<file path="src/rtl/cpu_types.sv">
`default_nettype none
// ============================================================================
//  Module   : cpu_types (package)
//  Purpose  : Shared types for the MEM-stage load/store unit. Holds the EX/MEM
//             control struct, the LSU state encoding, load/store funct3
//             constants and the byte-enable / lane-replication helpers.
//  Revision : 1.0  initial release
// ============================================================================
package cpu_types;

    // EX/MEM control fields consumed by the load/store unit
    typedef struct packed {
        logic       mem_read;
        logic       mem_write;
        logic [2:0] mem_funct3;
    } ctrl_t;

    typedef enum logic [1:0] {
        IDLE = 2'd0,
        REQ  = 2'd1,
        RESP = 2'd2,
        DONE = 2'd3
    } lsu_state_t;

    localparam logic [2:0] F3_LB  = 3'b000;
    localparam logic [2:0] F3_LH  = 3'b001;
    localparam logic [2:0] F3_LW  = 3'b010;
    localparam logic [2:0] F3_LBU = 3'b100;
    localparam logic [2:0] F3_LHU = 3'b101;

    // Byte enables depend only on access size (funct3[1:0]) and the low
    // address bits; loads and stores share the same lane pattern.
    function automatic logic [3:0] lane_be(input logic [2:0] f3, input logic [1:0] lo);
        logic [3:0] be;
        case (f3[1:0])
            2'b00:   be = 4'b0001 << lo;
            2'b01:   be = 4'b0011 << {lo[1], 1'b0};
            default: be = 4'b1111;
        endcase
        return be;
    endfunction

    // Replicate the significant store bits across every lane so the
    // memory only has to honour the byte enables.
    function automatic logic [31:0] lane_wdata(input logic [2:0] f3, input logic [31:0] d);
        logic [31:0] w;
        case (f3[1:0])
            2'b00:   w = {4{d[7:0]}};
            2'b01:   w = {2{d[15:0]}};
            default: w = d;
        endcase
        return w;
    endfunction

endpackage
`default_nettype wire

</file>
<file path="src/rtl/load_extend.sv">
`default_nettype none
// ============================================================================
//  Module   : load_extend
//  Purpose  : Combinational load formatter. Selects the byte/half lane of the
//             raw memory word and sign- or zero-extends it per funct3.
//  Ports    : raw      in  32  raw word from the data bus
//             addr_lo  in   2  byte offset within the word
//             funct3   in   3  load type (LB/LH/LW/LBU/LHU)
//             ext      out 32  extended result (0 for non-load encodings)
//  Revision : 1.0  initial release
// ============================================================================
module load_extend
    import cpu_types::*;
(
    input  logic [31:0] raw,
    input  logic [1:0]  addr_lo,
    input  logic [2:0]  funct3,
    output logic [31:0] ext
);

    logic [7:0]  w_byte;
    logic [15:0] w_half;

    always_comb begin
        w_byte = raw[{addr_lo, 3'b000} +: 8];
        w_half = addr_lo[1] ? raw[31:16] : raw[15:0];
        case (funct3)
            F3_LB:   ext = {{24{w_byte[7]}}, w_byte};
            F3_LH:   ext = {{16{w_half[15]}}, w_half};
            F3_LW:   ext = raw;
            F3_LBU:  ext = {24'd0, w_byte};
            F3_LHU:  ext = {16'd0, w_half};
            default: ext = 32'd0;
        endcase
    end

endmodule
`default_nettype wire

</file>
<file path="src/rtl/mem_access_unit.sv">
`default_nettype none
// ============================================================================
//  Module   : mem_access_unit
//  Purpose  : MEM-stage load/store unit. Turns the EX/MEM access into a
//             req/gnt/rvalid data-bus transaction, formats store lanes,
//             extends load data and stalls the pipeline until completion.
//  Ports    : clk, reset (sync, active-high)
//             mem_ctrl / mem_alu_out / mem_store_data   EX/MEM inputs
//             dmem_req/we/addr/be/wdata   out  bus request
//             dmem_gnt/rvalid/rdata       in   bus grant and response
//             lsu_stall, lsu_done, load_data, misalign_exc, bus_err   out
//  Config   : define LSU_TIMEOUT_EN to enable the TIMEOUT_CYCLES watchdog
//             (bus_err); otherwise bus_err is 0 and the unit waits forever.
//  Revision : 1.0  initial release
// ============================================================================
module mem_access_unit
    import cpu_types::*;
#(
    parameter int unsigned TIMEOUT_CYCLES = 255
) (
    input  logic        clk,
    input  logic        reset,
    input  ctrl_t       mem_ctrl,
    input  logic [31:0] mem_alu_out,
    input  logic [31:0] mem_store_data,
    output logic        dmem_req,
    output logic        dmem_we,
    output logic [31:0] dmem_addr,
    output logic [3:0]  dmem_be,
    output logic [31:0] dmem_wdata,
    input  logic        dmem_gnt,
    input  logic        dmem_rvalid,
    input  logic [31:0] dmem_rdata,
    output logic        lsu_stall,
    output logic [31:0] load_data,
    output logic        lsu_done,
    output logic        misalign_exc,
    output logic        bus_err
);

    lsu_state_t  r_state, w_next_state;
    logic        r_we;
    logic [31:0] r_addr;
    logic [3:0]  r_be;
    logic [31:0] r_wdata;
    logic [1:0]  r_addr_lo;
    logic [2:0]  r_funct3;
    logic [31:0] r_load_data;
    logic        r_misalign;

    logic        w_access;
    logic        w_is_store;
    logic        w_illegal;
    logic        w_misalign;
    logic        w_timeout;
    logic [31:0] w_ext;

    // ---------------- IDLE-cycle decode of the EX/MEM access ----------------
    always_comb begin
        w_access   = mem_ctrl.mem_read | mem_ctrl.mem_write;
        w_is_store = mem_ctrl.mem_write;      // write wins when both are set
        w_illegal  = (mem_ctrl.mem_funct3 == 3'b011) ||
                     (mem_ctrl.mem_funct3 == 3'b110) ||
                     (mem_ctrl.mem_funct3 == 3'b111) ||
                     (w_is_store && mem_ctrl.mem_funct3[2]);
        w_misalign = w_illegal ||
                     ((mem_ctrl.mem_funct3[1:0] == 2'b01) && mem_alu_out[0]) ||
                     ((mem_ctrl.mem_funct3[1:0] == 2'b10) && (mem_alu_out[1:0] != 2'b00));
    end

    load_extend u_load_extend (
        .raw     (dmem_rdata),
        .addr_lo (r_addr_lo),
        .funct3  (r_funct3),
        .ext     (w_ext)
    );

    // ---------------- optional watchdog ----------------
`ifdef LSU_TIMEOUT_EN
    localparam logic [7:0] c_timeout_last = 8'(TIMEOUT_CYCLES - 1);

    logic [7:0] r_timer;
    logic       r_bus_err;

    // Cleared while idle, so it is zero on REQ entry; counts every REQ/RESP
    // cycle. The last permitted wait cycle is TIMEOUT_CYCLES-1.
    always_ff @(posedge clk) begin
        if (reset) begin
            r_timer <= 8'd0;
        end else if ((r_state == REQ) || (r_state == RESP)) begin
            r_timer <= r_timer + 8'd1;
        end else begin
            r_timer <= 8'd0;
        end
    end

    assign w_timeout = ((r_state == REQ) || (r_state == RESP)) && (r_timer == c_timeout_last);

    always_ff @(posedge clk) begin
        if (reset) begin
            r_bus_err <= 1'b0;
        end else if (r_state == REQ) begin
            r_bus_err <= !dmem_gnt && w_timeout;
        end else if (r_state == RESP) begin
            r_bus_err <= !dmem_rvalid && w_timeout;
        end else if (r_state == IDLE) begin
            r_bus_err <= 1'b0;
        end
    end

    assign bus_err = (r_state == DONE) && r_bus_err;
`else
    assign w_timeout = 1'b0;
    assign bus_err   = 1'b0;
`endif

    // ---------------- FSM ----------------
    always_ff @(posedge clk) begin
        if (reset) begin
            r_state <= IDLE;
        end else begin
            r_state <= w_next_state;
        end
    end

    always_comb begin
        w_next_state = r_state;
        case (r_state)
            IDLE: begin
                if (w_access) begin
                    w_next_state = w_misalign ? DONE : REQ;
                end
            end
            REQ: begin
                if (dmem_gnt) begin
                    w_next_state = r_we ? DONE : RESP;
                end else if (w_timeout) begin
                    w_next_state = DONE;
                end
            end
            RESP: begin
                if (dmem_rvalid || w_timeout) begin
                    w_next_state = DONE;
                end
            end
            default: w_next_state = IDLE;   // DONE: pipeline advances now
        endcase
    end

    // ---------------- request / result registers ----------------
    always_ff @(posedge clk) begin
        if (reset) begin
            r_we        <= 1'b0;
            r_addr      <= 32'd0;
            r_be        <= 4'd0;
            r_wdata     <= 32'd0;
            r_addr_lo   <= 2'd0;
            r_funct3    <= 3'd0;
            r_load_data <= 32'd0;
            r_misalign  <= 1'b0;
        end else begin
            case (r_state)
                IDLE: begin
                    if (w_access) begin
                        r_misalign <= w_misalign;
                        if (w_misalign) begin
                            r_load_data <= 32'd0;
                        end else begin
                            r_we      <= w_is_store;
                            r_addr    <= {mem_alu_out[31:2], 2'b00};
                            r_be      <= lane_be(mem_ctrl.mem_funct3, mem_alu_out[1:0]);
                            r_wdata   <= lane_wdata(mem_ctrl.mem_funct3, mem_store_data);
                            r_addr_lo <= mem_alu_out[1:0];
                            r_funct3  <= mem_ctrl.mem_funct3;
                        end
                    end
                end
                REQ: begin
                    // Completed stores and abandoned requests both clear the result
                    if ((dmem_gnt && r_we) || (!dmem_gnt && w_timeout)) begin
                        r_load_data <= 32'd0;
                    end
                end
                RESP: begin
                    if (dmem_rvalid) begin
                        r_load_data <= w_ext;
                    end else if (w_timeout) begin
                        r_load_data <= 32'd0;
                    end
                end
                default: r_misalign <= 1'b0;
            endcase
        end
    end

    // ---------------- outputs ----------------
    assign dmem_req     = (r_state == REQ);
    assign dmem_we      = r_we;
    assign dmem_addr    = r_addr;
    assign dmem_be      = r_be;
    assign dmem_wdata   = r_wdata;
    assign load_data    = r_load_data;
    assign lsu_done     = (r_state == DONE);
    assign misalign_exc = (r_state == DONE) && r_misalign;
    // The IDLE term is combinational so the access stalls in its first cycle
    assign lsu_stall    = ((r_state == IDLE) && w_access) ||
                          (r_state == REQ) || (r_state == RESP);

endmodule
`default_nettype wire
</file>
<file path="config.mk">
export PLATFORM = sky130hd
export DESIGN_NAME = mem_access_unit
export DESIGN_NICKNAME = d
export VERILOG_FILES = /design/src/rtl/cpu_types.sv /design/src/rtl/load_extend.sv /design/src/rtl/mem_access_unit.sv
export SDC_FILE = /design/constraint.sdc
export NUM_CORES = 1
export LEC_CHECK = 0
export ABC_AREA = 1
export BUFFER_PORTS_ARGS = -buffer_cell sky130_fd_sc_hd__buf_4
export CORE_ASPECT_RATIO = 1.2
export CORE_MARGIN = 10
export CORE_UTILIZATION = 52
export CTS_CLUSTER_SIZE = 10
export DETAILED_ROUTE_END_ITERATION = 10
export GPL_ROUTABILITY_DRIVEN = 0
export PLACE_DENSITY_LB_ADDON = 0.1
export SLEW_MARGIN = 20
export SYNTH_ARGS = -nofsm -noshare
export SYNTH_HDL_FRONTEND = slang
export SYNTH_SLANG_ARGS = --single-unit
</file>
<file path="constraint.sdc">
create_clock -name clk -period 4 [get_ports clk]
set_input_delay 0.8 -clock clk [delete_from_list [all_inputs] [get_ports clk]]
set_output_delay 0.8 -clock clk [all_outputs]
set_load 0.005 [all_outputs]
</file>
==> flow_metrics.py, run 1 <==
metrics = {
    "timing": {
        "slew-limit-headroom_pct": 30.3,
        "fin_crit_sh_pct": 62.6,
        "rsz0062_at_grt": "false",
        "maxSlewViolCount": 0,
        "period_needed_ps": 2500,
        "max_freq_mhz": 399,
        "hold_slack_ps": 467,
        "setup_ws_ps": 1500,
        "worst_slew_pin_slew_ps": 1040,
        "tns_ps": 0,
        "setup_viol": 0,
        "hold_viol": 0,
        "finClkSkew_ps": 7.35,
    },
    "clock_tree": {
        "cts_root_buf": "clkbuf_16",
        "htree_levels": 3,
        "post_cts_buffers": 0,
        "cts_tree": "done",
        "clock-sinks": 107,
        "cts_resized": 0,
        "holdBufCountCts": 0,
        "cts_buffers": 9,
        "clkSlewWorstSetupHoldPaths_ps": 70,
        "clockBufferDepth": 2,
        "clkLatencyLatePin_ps": 340,
    },
    "setup_path": {
        "cp_slowest_cell": "inv_2",
        "end_kind": "flop",
        "critPathMaxFanout": 48,
        "slowest_delay_ps": 550,
        "required_ps": 4270,
        "critPathBufInv": 4,
        "crit_arrival_ps": 2770,
        "crit_path_start_kind": "input pin",
        "cp_top_family": "buffers and inverters",
        "path_class": "input pin to flop",
        "cp_cell_sequence": "buf_4 -> inv_2 -> nand3_1 -> nand2_2 -> nand2_2 -> inv_2 -> buf_4 -> o21ai_0 -> a21oi_1",
    },
    "final_layout": {
        "fillers": 861,
        "layout_common_cells": "buf_4 (213), nand2_1 (184), nor2_1 (123), dfxtp_1 (107), a21oi_1 (87)",
        "areaGrowthSynthToFinish_pct": 33.5,
        "layout_commonest_cell": "buf_4",
        "final_cell_area_um2": 6870,
        "final_cells": 1071,
        "fin_util_pct": 71.5,
        "final_nets": 1052,
        "drive_gt1_share_pct": 25.6,
        "antenna_cells": 0,
    },
    "route": {
        "wl_per_cell_um": 15.5,
        "ant_nets": 0,
        "drt_iter0_drc": 286,
        "vias_per_cell": 5.23,
        "dr.pass1.iters": 5,
        "drcViolationCount": 0,
        "wl_um": 16500,
        "vias": 5602,
    },
    "synthesis": {
        "yosys.area_share.adder_pct": 0.972,
        "synth_area_leaders": "dfxtp_1 (42%), nand2_1 (13%), nor2_1 (9.0%)",
        "synth_top_family_by_area": "simple AND/OR/NAND/NOR gates",
        "synthXorXnorAreaFrac_pct": 0,
        "yosysWarnings": 0,
        "synth_seq_cells": 107,
        "yosysSeqAreaShare_pct": 41.6,
        "syn_area_um2": 5150,
        "netlist.area_leader.share_pct": 41.6,
        "avgSynthCellArea_um2": 6.68,
        "synth_compound_area_share_pct": 16.9,
        "synth_top_area_cell": "dfxtp_1",
        "muxShareOfSynthArea_pct": 0,
        "synth_cell_types": 26,
        "yosys.area_share.simple_pct": 30.6,
        "netlist_instances": 770,
    },
    "global_routing": {
        "gr-total-overflow": 0,
        "grt_pass1_vias": 5509,
        "grt_max_degree": 59,
        "antenna_found_initial": 0,
        "grt_use_total_pct": 21.8,
        "grt_pass1_wl_um": 26200,
    },
    "floorplanning": {
        "ios": 211,
        "dieArea_um2": 14300,
        "start_util_pct": 53.5,
        "rows": 39,
        "die_h_um": 129,
        "core_um2": 9610,
        "die_w_um": 111,
    },
    "pwr": {
        "fin_total_pwr_mw": 3.54,
        "cellLeakagePower_nw": 3.35,
        "power_density_nw_per_um2": 516,
        "vdd_drop_max_mv": 0.280,
    },
    "placed_design": {
        "dp_slack_ps": 1160,
        "io_buffers": 207,
        "placed_cells": 1055,
        "dp_hpwl_um": 12600,
        "postPlaceCellArea_um2": 6590,
    },
    "min_path": {
        "hold_path.class": "flop to flop",
    },
    "job": {
        "maxCapViolations": 0,
    },
    "status": {
        "outcome": "complete, no violations",
    },
}
==> sequential cells by signal (all words and copies together), names as in the netlist <==
register and count:
r_misalign 1, dmem_wdata 32, r_funct3 3, load_data 32, dmem_addr 30, r_addr_lo 2, dmem_we 1, dmem_be 4
r_state 2
==> tightest hold or removal path, cell delays in order (launching register included) <==
cell	delay [ps]
dfxtp_1	310
nand2_1	60
a21oi_1	50
==> cells in the mapped netlist, drive strengths merged <==
cell type and n:
a21oi 88, nand3 66, o211a 2, inv 51, buf 32, nand2 187, nor2 128, clkbuf 21
o21a 1, dfxtp 107, nand3b 1, ha 4, o21ai 78, nor3 2, conb 1, a211oi 1
==> power breakdown <==
group | switching, mW | internal (mW)
clock | 0.401 | 0.444
combinational | 0.765 | 0.550
sequential | 0.125 | 1.26
==> cells by family after synthesis <==
group           count (synthesis)
simple gates                  384
compound gates                170
flops                         107
buf+inv                       104
fa+ha+maj                       4
other cells                     1
==> layer usage <==
layer	vias up	share of wire, %	track usage [%]	wire (µm)
met5	-	0	0	0
met1	2555	38	22.8	6220
met2	205	51	39.5	8460
met4	0	2.3	7.75	376
met3	28	9.0	8.14	1490
li1	2814	-	-	-
==> area by class of cell <==
cell class | instances | area (µm²) | area share [%]
Clock inverter | 5 | 36.3 | 0.528
Timing Repair Buffer | 213 | 1600 | 23.3
Inverter | 51 | 191 | 2.79
Tap cell | 123 | 154 | 2.24
Sequential cell | 107 | 2140 | 31.2
Multi-Input combinational cell | 561 | 2500 | 36.5
Clock buffer | 11 | 243 | 3.53
==> worst paths after layout <==
| path | from | end | slack, ps | cells after the start |
|---|---|---|---|---|
| min reg2reg | load_data[16]$_SDFFE_PP0P_ | load_data[16]$_SDFFE_PP0P_ | 470 | 2 |
| max reg2reg | r_state[0]$_SDFFE_PP0P_ | dmem_wdata[14]$_SDFFE_PP0P_ | 1770 | 9 |
| min | load_data[16]$_SDFFE_PP0P_ | load_data[16]$_SDFFE_PP0P_ | 470 | 2 |
| max | mem_ctrl[1] | dmem_wdata[14]$_SDFFE_PP0P_ | 1500 | 9 |
(Power assumes the default switching activity.)
==> run 2: changes to the inputs <==
Settings changed: ABC_AREA 1 to 0, CORE_UTILIZATION 52 to 48.
Clock period 4 ns to 2.4 ns, I/O delays scaled along.
==> flow_metrics.py, run 2 <==
metrics = {
    "pwr": {
        "vdd_drop_max_mv": 0.502,
        "cellLeakagePower_nw": 2.93,
        "fin_total_pwr_mw": 5.80,
        "power_density_nw_per_um2": 849,
    },
    "global_routing": {
        "grt_pass1_wl_um": 26300,
        "gr-total-overflow": 0,
        "grt_pass1_vias": 5013,
        "antenna_found_initial": 0,
        "grt_use_total_pct": 22.1,
        "grt_max_degree": 95,
    },
    "timing": {
        "max_freq_mhz": 444,
        "tns_ps": 0,
        "worst_slew_pin_slew_ps": 1010,
        "rsz0062_at_grt": "false",
        "period_needed_ps": 2250,
        "hold_slack_ps": 377,
        "finClkSkew_ps": 9.21,
        "hold_viol": 0,
        "setup_viol": 0,
        "slew-limit-headroom_pct": 33.0,
        "maxSlewViolCount": 0,
        "fin_crit_sh_pct": 93.9,
    },
    "clock_tree": {
        "clkLatencyLatePin_ps": 350,
        "cts_tree": "done",
        "cts_root_buf": "clkbuf_16",
        "clkSlewWorstSetupHoldPaths_ps": 70,
        "clockBufferDepth": 2,
        "cts_buffers": 9,
        "htree_levels": 3,
        "clock-sinks": 107,
    },
    "synthesis": {
        "async_flop_share_pct": 0,
        "netlist_instances": 568,
        "synth_top_area_cell": "dfxtp_1",
        "ys_top_cells_by_count": "nand2_1 (118), dfxtp_1 (107), a21oi_1 (55), clkbuf_1 (32), nor2_1 (29)",
        "synth_cell_types": 45,
        "yosysWarnings": 0,
        "yosysMostFrequentCell": "nand2_1",
        "syn_area_um2": 4800,
        "yosysSeqAreaShare_pct": 44.6,
        "avgSynthCellArea_um2": 8.45,
        "synth_seq_cells": 107,
        "synth_area_leaders": "dfxtp_1 (45%), nand2_1 (9.2%), a21oi_1 (5.7%)",
        "netlist.area_leader.share_pct": 44.6,
        "ys.flop_type": "dfxtp_1",
        "synth_edf_count": 0,
    },
    "route": {
        "wl_per_cell_um": 19.0,
        "vias_per_cell": 5.77,
        "ant_nets": 0,
        "dr.pass1.iters": 8,
        "drt_iter0_drc": 368,
        "vias": 5099,
        "drcViolationCount": 0,
        "wl_um": 16800,
    },
    "final_layout": {
        "drive_gt1_share_pct": 34.2,
        "layout_commonest_cell": "buf_4",
        "antenna_cells": 0,
        "multi_input_area_um2": 2370,
        "final_nets": 866,
        "fillers": 807,
        "areaGrowthSynthToFinish_pct": 42.4,
        "fin_util_pct": 70.8,
        "layout_common_cells": "buf_4 (224), nand2_1 (118), dfxtp_1 (105), a21oi_1 (55), nor2_1 (29)",
        "seq_area_um2": 2140,
    },
    "setup_path": {
        "cp_cell_sequence": "inv_1 -> ha_1 -> a221o_1 -> buf_4 -> or4_1 -> buf_12 -> o32ai_1",
        "crit_path_start_kind": "flop",
        "end_kind": "flop",
        "cp_slowest_cell": "or4_1",
        "slowest_delay_ps": 560,
        "crit_arrival_ps": 2500,
        "path_class": "flop to flop",
        "required_ps": 2650,
        "critPathMaxFanout": 20,
    },
    "min_path": {
        "hold_path.class": "input pin to flop",
    },
    "floorplanning": {
        "rows": 39,
        "dieArea_um2": 14400,
        "die_w_um": 111,
        "die_h_um": 130,
        "start_util_pct": 49.7,
        "core_um2": 9660,
        "ios": 211,
    },
    "job": {
        "maxCapViolations": 0,
    },
    "status": {
        "outcome": "complete, no violations",
    },
    "placed_design": {
        "io_buffers": 207,
        "dp_hpwl_um": 12700,
    },
}
-- run 2: cell count changes in the layout (fill, tap and decap cells not counted), sizes merged, moves of 19 or more --
cell,change
o21ai,-66
o32ai,+19
nand2,-69
nor2,-99
mux2i,+20
a21oi,-32
nand3,-64
inv,-26
-- run 2: path summary, 6_finish.rpt --
kind                                                start                          to  slack, ps  cells after the start
worst max register to register    r_state[1]$_SDFFE_PP0P_  load_data[22]$_SDFFE_PP0P_        150                      7
worst max-delay path              r_state[1]$_SDFFE_PP0P_  load_data[22]$_SDFFE_PP0P_        150                      7
worst min register to register  dmem_addr[2]$_SDFFE_PP0P_   dmem_addr[2]$_SDFFE_PP0P_        460                      2
worst min-delay path                       mem_alu_out[2]   dmem_addr[2]$_SDFFE_PP0P_        380                      3
-- run 2: final cells by class --
type | count | area share (%)
clock buffer | 10 | 3.49
clock inverter | 5 | 1.26
inverter | 27 | 1.48
multi-input combinational | 385 | 34.7
sequential | 107 | 31.4
tap | 123 | 2.25
timing repair buffer | 227 | 25.5
-- run 2: cell families after synthesis --
logic type | after synthesis | share of synthesized area [%]
buffers and inverters | 78 | 6.75
adder cells (fa/ha/maj) | 4 | 1.04
multiplexers | 28 | 6.04
AO/OA/AOI/OAI | 183 | 27.3
flip-flops | 107 | 44.6
other | 1 | 0.0781
AND/OR/NAND/NOR | 167 | 14.2
-- run 2: stage by stage --
step,worst slack [ps],std cells,area [µm²]
after floorplan,391,570,4810
after global placement,73.0,868,6490
after detailed placement,-24.6,868,6490
after CTS,79.1,883,6820
after global routing,58.4,884,6840
final,147,884,6840
-- run 2: metal layers --
layer	global-route usage, %	vias to the layer above	wire [µm]	part of all wire, %
met5	0	-	0	0
met1	23.7	2387	6010	36
li1	-	2432	-	-
met4	11.3	0	601	3.6
met3	9.51	41	1860	11
met2	36.9	239	8360	50
-- run 2: worst max-delay path: cells and delay by family (launching register included) --
kind,cells,cell delay (ps)
flip-flops,1,370
AND/OR/NAND/NOR,1,560
adder cells (fa/ha/maj),1,240
AO/OA/AOI/OAI,2,520
buffers and inverters,3,460
-- run 2: where the power goes --
group	internal, mW	switching [mW]	total, mW
Combinational	0.930	1.07	2.00
Sequential	2.05	0.169	2.22
Clock	0.944	0.648	1.59
Total	3.92	1.88	5.80
-- run 2: repair_timing --
| action | in CTS | in global routing |
|---|---|---|
| resized for setup | 1 | 2 |
| pin swaps | 0 | 1 |
| cloned | 0 | 0 |
| endpoints found under the setup margin | 3 | 14 |
| setup buffers | 0 | 1 |
| hold buffers | 0 | 0 |
